`src/rtl/vec_quad_stream.sv`:
```
// Streaming kernel c[i] = (a + K1*b) * (a + K2*b), optionally added onto c_in[i].
// Three-stage pipeline with valid/ready handshakes, one global stall and a job-level FSM.
module vec_quad_stream #(
    parameter int          W     = 32,
    parameter int unsigned K1    = 2,
    parameter int unsigned K2    = 5,
    parameter int          CNT_W = 16
) (
    input  logic             clk,
    input  logic             rst,
    input  logic             start,
    input  logic [CNT_W-1:0] n,
    input  logic             acc_mode,
    input  logic             in_valid,
    output logic             in_ready,
    input  logic [W-1:0]     a_data,
    input  logic [W-1:0]     b_data,
    input  logic [W-1:0]     c_data_in,
    output logic             out_valid,
    input  logic             out_ready,
    output logic [W-1:0]     c_data_out,
    output logic             busy,
    output logic             done
);

    localparam logic [W-1:0] L_K1 = W'(K1);
    localparam logic [W-1:0] L_K2 = W'(K2);

    typedef enum logic [1:0] {
        S_IDLE = 2'd0,
        S_RUN  = 2'd1,
        S_DONE = 2'd2
    } state_t;

    state_t           r_state;
    state_t           w_nextState;
    logic [CNT_W-1:0] r_n;
    logic             r_acc;
    logic [CNT_W-1:0] r_inCnt;
    logic [CNT_W-1:0] r_outCnt;

    logic             r_s1Valid;
    logic [W-1:0]     r_s1Sum1;
    logic [W-1:0]     r_s1Sum2;
    logic [W-1:0]     r_s1Cin;
    logic             r_s2Valid;
    logic [W-1:0]     r_s2Prod;
    logic [W-1:0]     r_s2Cin;
    logic             r_s3Valid;
    logic [W-1:0]     r_s3Res;

    logic             w_adv;
    logic             w_inFire;
    logic             w_outFire;
    logic             w_lastOut;
    logic [W-1:0]     w_sum1;
    logic [W-1:0]     w_sum2;
    logic [W-1:0]     w_prod;
    logic [W-1:0]     w_res;

    // The whole pipe moves together; it only freezes when the output beat is held.
    assign w_adv     = !r_s3Valid || out_ready;
    assign in_ready  = (r_state == S_RUN) && (r_inCnt < r_n) && w_adv;
    assign w_inFire  = in_valid && in_ready;
    assign w_outFire = r_s3Valid && out_ready;
    assign w_lastOut = w_outFire && ((r_outCnt + CNT_W'(1)) == r_n);

    assign w_sum1 = a_data + L_K1 * b_data;
    assign w_sum2 = a_data + L_K2 * b_data;
    assign w_prod = r_s1Sum1 * r_s1Sum2;
    assign w_res  = r_acc ? (r_s2Cin + r_s2Prod) : r_s2Prod;

    assign out_valid  = r_s3Valid;
    assign c_data_out = r_s3Res;
    assign busy       = (r_state == S_RUN) || (r_state == S_DONE);
    assign done       = (r_state == S_DONE);

    always_comb begin
        w_nextState = r_state;
        case (r_state)
            S_IDLE: begin
                if (start) begin
                    w_nextState = (n == '0) ? S_DONE : S_RUN;
                end
            end
            S_RUN: begin
                if (w_lastOut) begin
                    w_nextState = S_DONE;
                end
            end
            S_DONE:  w_nextState = S_IDLE;
            default: w_nextState = S_IDLE;
        endcase
    end

    always_ff @(posedge clk) begin
        if (!rst) begin
            r_state  <= S_IDLE;
            r_n      <= '0;
            r_acc    <= 1'b0;
            r_inCnt  <= '0;
            r_outCnt <= '0;
        end else begin
            r_state <= w_nextState;
            if ((r_state == S_IDLE) && start) begin
                r_n      <= n;
                r_acc    <= acc_mode;
                r_inCnt  <= '0;
                r_outCnt <= '0;
            end else begin
                if (w_inFire) begin
                    r_inCnt <= r_inCnt + CNT_W'(1);
                end
                if (w_outFire) begin
                    r_outCnt <= r_outCnt + CNT_W'(1);
                end
            end
        end
    end

    // Data registers also clear on reset so the output bus reads zero afterwards.
    always_ff @(posedge clk) begin
        if (!rst) begin
            r_s1Valid <= 1'b0;
            r_s1Sum1  <= '0;
            r_s1Sum2  <= '0;
            r_s1Cin   <= '0;
            r_s2Valid <= 1'b0;
            r_s2Prod  <= '0;
            r_s2Cin   <= '0;
            r_s3Valid <= 1'b0;
            r_s3Res   <= '0;
        end else if (w_adv) begin
            r_s1Valid <= w_inFire;
            r_s1Sum1  <= w_sum1;
            r_s1Sum2  <= w_sum2;
            r_s1Cin   <= c_data_in;
            r_s2Valid <= r_s1Valid;
            r_s2Prod  <= w_prod;
            r_s2Cin   <= r_s1Cin;
            r_s3Valid <= r_s2Valid;
            r_s3Res   <= w_res;
        end
    end

endmodule

```
`config.mk`:
```
export PLATFORM = sky130hd
export DESIGN_NAME = vec_quad_stream
export DESIGN_NICKNAME = d
export VERILOG_FILES = /design/src/rtl/vec_quad_stream.sv
export SDC_FILE = /design/constraint.sdc
export NUM_CORES = 2
export LEC_CHECK = 0
export CORE_ASPECT_RATIO = 1.25
export CORE_MARGIN = 5
export CORE_UTILIZATION = 60
export DETAILED_ROUTE_END_ITERATION = 8
export PLACE_DENSITY = 0.8
export SETUP_SLACK_MARGIN = 0.3
export SKIP_LAST_GASP = 1
export SYNTH_ARGS = -nofsm -noshare
export SYNTH_HDL_FRONTEND = slang
export SYNTH_SLANG_ARGS = --single-unit
```
`constraint.sdc`:
```
create_clock -name clk -period 14.2 [get_ports clk]
set_input_delay 1.42 -clock clk [delete_from_list [all_inputs] [get_ports clk]]
set_output_delay 1.42 -clock clk [all_outputs]
set_load 0.005 [all_outputs]
```
# Word-level counts from Yosys, hierarchy flattened
# Index checks and enable logic that the tools add are counted.
# word_totals
in_bits,118
out_inout_bits,36
register_bits,246
# op_classes
n_mux,5
addsub,5
n_reduce_logical,13
order_cmp,1
n_bitwise,1
mul,2
n_eq_ne,5
# ops
op,count
$add A32 B32 Y32,3
$add A16 B1 Y16 const B,2
$mul A3 B32 Y32 const A,1
$mul A32 B32 Y32,1
$mux W32,1
$eq A16 B16 Y1,1
$logic_not A16 Y1,1
$lt A16 B16 Y1,1
$logic_and A1 B1 Y1,6
$mux W2,3
$ne A2 B2 Y1 const B,2
$pmux W2 S2,1
$eq A2 B1 Y1 const B,1
$eq A2 B2 Y1 const B,1
$logic_not A2 Y1,1
$logic_or A1 B1 Y1,2
$reduce_and A2 Y1,1
$reduce_or A2 Y1,1
$logic_not A1 Y1,1
$not A1 Y1,1

# Longest topological paths before layout
# logic_depth
ltp_word,5
depth_mapped,29
depth_no_buf,27

# Worst setup path before layout
# OpenSTA, ideal clock, no wires.
# synth_path
path_type,register to register
start,register r_s1Sum1[13]
end,register r_s2Prod[31]
stages_incl_launch_ff,27
t_arrival_ns,6.628
slack_ns,7.447
required_time_ns,14.075
path_buffers,2
path_cell_list,dfxtp_1 > clkbuf_1 > clkbuf_1 > and2_1 > fa_1 > fa_1 > fa_1 > inv_1 > fa_1 > inv_1 > fa_1 > inv_1 > fa_1 > inv_1 > fa_1 > fa_1 > ha_1 > nand2_1 > nand2_1 > o32a_1 > a31oi_1 > o211ai_1 > nand2b_1 > o21a_1 > o21ai_1 > xnor2_1 > o21ai_1
# synth_via
elab_chain_len,1
# synth_rtl
item,line_no,text
from (decl),43,logic [W-1:0] r_s1Sum1;
from (signal assigned),135,r_s1Sum1 <= w_sum1;
$mul A32 B32 Y32,70,assign w_prod = r_s1Sum1 * r_s1Sum2;
to (signal assigned),139,r_s2Prod <= w_prod;
to (decl),47,logic [W-1:0] r_s2Prod;
# No other way between the ends.
# A chain may end at the register's enable or synchronous reset.

# Worst setup path after layout
# layout_path
start,register r_s1Sum2[2]
end,register r_s2Prod[31]
# layout_via
elab_chain_len,1
# layout_rtl
item,line_no,text
from (decl),44,logic [W-1:0] r_s1Sum2;
from (signal assigned),136,r_s1Sum2 <= w_sum2;
$mul A32 B32 Y32,70,
# No other way between the ends.

==> summary.txt <==
Clock network
  • CTS Buffer Depth: 3
  • Postcts setup bufs: 0
  • CTS Hold Bufs: 0
  • CTS tree: done
  • H-tree depth: 1
  • CTS resizes: 0
  • Clk sinks: 246
  • Clock insertion delay at the later pin of the skew report: 0.55 ns
  • Clock Pin Slew Worst Setup and Hold Paths: 0.07 ns
  • Clock Tree Root: clkbuf_16
  • CTS buffer count: 25

STA
  • Slew at the pin with the worst max-slew slack: 1.156 ns
  • Slew margin rel.: 22.81%
  • Fin crit share: 53.89%
  • Setup_tns: 0 ns
  • Endpoints failing setup: 0
  • Final Hold Viols: 0
  • Max Freq: 130.7 MHz
  • Clock Skews: 0.02649 ns
  • Slew Viols, Final: 0
  • RSZ-0062 raised after global routing: false
  • Fin crit period: 7.653 ns

Placement
  • GP Congestion: 0.9272
  • Port Buffers: 153
  • HPWL Detailed: 62380 um

Synthesis
  • Syn. warnings: 0
  • Sequential area share after synthesis: 15.93%
  • Async S/R FF share, synth: 0%
  • Cell Area, Synth: 30910 sq um
  • Synth cell types: 65
  • Syn_nets: 4479
  • Mapped Cells: 3656
  • EDFF count, synth: 0
  • Average size of a mapped cell: 8.455 sq um
  • #FFs+latches synth: 246
  • Top_reg_cell synth: dfxtp_1

Detailed routing
  • 1st-pass router iterations: 5
  • DRC: 0
  • Wire per inst: 18.20 um
  • Detailed-route vias per instance: 5.678
  • WL final: 79530 um
  • Initial DRC count: 1485
  • Total vias in the final route: 24805
  • Post-route ant nets: 0

Global routing
  • All-layer global routing usage: 28.68%
  • Largest net degree at the start of global routing: 98
  • Gr ovfl total: 0
  • Initial antenna violation count: 1
  • Vias in the first global route: 25467
  • First-pass GRT wire length: 130800 um

Pwr
  • Sequential power share: 12.5%
  • Part of the power in combinational logic: 80.1%
  • Leakage: 0.01580 uW
  • PD cells: 259.9 nW/um^2
  • Sw Ratio: 51.02%
  • Internal: 4278 uW
  • NetSw: 4456 uW
  • Pwr Total: 8735 uW
  • Max VDD drop: 0.0003112 V
  • Clock share of power: 7.4%

Critical path
  • Startpoint Class: flop
  • Slowest library cell on the worst path: dfxtp_1
  • Req. time, crit path: 14.61 ns
  • Crit path DAT: 8.06 ns
  • Max FO, Critical Path: 31
  • CP Class: flop to flop
  • Max incr delay on CP: 1.00 ns
  • Critical Path End Type: flop
  • Crit path top cell by count: fa_1

Floorplan
  • Top-Level Pins: 154
  • Core Area: 51320 sq um
  • FP Rows: 93
  • DIE AREA: 56190 sq um
  • Die Span X: 213.0 um
  • Die height: 263.8 um
  • Initial Util: 60.24%

Cells and area
  • Layout cells sized above 1: 1.917%
  • Final nets: 4512
  • Syn-to-layout area delta: 8.735%

Hold path
  • Min-delay worst type: flop to flop

Status
  • Outcome: completed

Job
  • Max-cap check violation count: 0
## worst paths after layout
path                                                from                   endpoint  slack (ns)  cells past startpoint
worst max register to register  r_s1Sum2[2]$_SDFFE_PN0P_  r_s2Prod[31]$_SDFFE_PN0P_        6.55                     25
worst min-delay path            r_s1Cin[19]$_SDFFE_PN0P_   r_s2Cin[19]$_SDFFE_PN0P_        0.44                      2
worst min register to register  r_s1Cin[19]$_SDFFE_PN0P_   r_s2Cin[19]$_SDFFE_PN0P_        0.44                      2
worst max-delay path            r_s1Sum2[2]$_SDFFE_PN0P_  r_s2Prod[31]$_SDFFE_PN0P_        6.55                     25
## cell usage after synthesis (42+ instances only)
cell,instances,area share [%]
and2_1,342,6.9
dfxtp_1,246,16
fa_1,439,28
xor2_1,77,2.2
o21ai_0,94,1.5
ha_1,266,11
a211oi_1,42,1.0
a21oi_1,243,3.9
nand2_1,554,6.7
a21o_1,61,1.5
nor2_1,117,1.4
inv_1,567,6.9
clkbuf_1,160,1.9
xnor2_1,132,3.7
## power by group through the flow
stage / registers [uW] / logic, uW / clock network, uW
6_report: 1100 / 6990 / 647
5_1_grt: 1110 / 7710 / 682
4_1_cts: 1080 / 6930 / 654
3_5_place_dp: 1090 / 6780 / 0
3_3_place_gp: 1090 / 6690 / 0
2_1_floorplan: 912 / 4980 / 0
## through the flow
| step | setup slack, ns | std cells | area [sq um] | hold slack (ns) | utilization [%] |
|---|---|---|---|---|---|
| CTS | 6.638 | 4368 | 33610 | 0.4472 | 65.49 |
| detailed placement | 6.671 | 4327 | 32830 | 0.4447 | 63.98 |
| finish | 6.547 | 4369 | 33610 | 0.4409 | 65.50 |
| global route | 6.068 | 4368 | 33610 | 0.4460 | 65.49 |
| global placement | 6.809 | 4327 | 32830 | 0.4394 | 63.98 |
| floorplan | 7.447 | 3656 | 30910 | 0.4321 | - |
## per-layer routing
layer	global-route usage, %	part of all wire, %
met4	11.11	5.0
met2	48.83	49
met5	0	0
met3	3.516	6.3
met1	37.29	40
## cells by family (layout without fill, tap and decap cells)
logic type                 Yosys count  in the layout  share of synthesized area, %
and+or+nand+nor                   1167           1167                         18.10
other                                0              1                             0
xor gates and xnor gates           209            209                         5.922
DFF                                246            246                         15.93
adders and majority gates          705            705                         39.20
AOI/OAI and AO/OA                  571            571                         11.23
muxes                               20             20                        0.6476
buffers and inverters              738            785                         8.966
## layout make-up
cell class | count | area [sq um]
multi-input combinational | 2672 | 23230
fill | 4210 | 17700
sequential | 246 | 4927
inverter | 568 | 2137
timing repair buffer | 176 | 1704
tap | 665 | 832.0
clock buffer | 36 | 716.9
clock inverter | 5 | 58.81
antenna | 1 | 2.502
## state kept, by name (all words and copies together) (netlist names), 2 cells and up
register,cells
r_n,16
r_outCnt,16
r_inCnt,16
r_s2Prod,32
r_s1Cin,32
r_state,2
r_s1Sum2,32
r_s2Cin,32
c_data_out,32
r_s1Sum1,32
## cell usage in the layout (no fill, tap or decap), drive strengths merged, types with 4 or more instances in the layout
cell type	instances
a211o	4
a211oi	42
a21o	61
a21oi	243
a221oi	5
a311oi	6
a31oi	15
and2	342
and3	18
and4	5
buf	23
clkbuf	36
clkdlybuf4s50	153
dfxtp	246
fa	439
ha	266
inv	569
mux2i	20
nand2	554
nand2b	16
nand3	31
nand4	17
nor2	117
nor2b	9
nor3	21
nor4	8
o211ai	14
o21a	14
o21ai	115
o21bai	19
or3	14
or4	7
xnor2	132
xor2	77
## worst max-delay path, delay by kind of cell (launching register included)
kind	cells	cell delay (ns)
adders and majority gates	9	3.57
xor gates and xnor gates	1	0.14
and+or+nand+nor	3	0.76
DFF	1	1.00
buffers and inverters	4	0.25
AOI/OAI and AO/OA	8	1.79
Note: power is estimated with default switching activity, not from simulation.
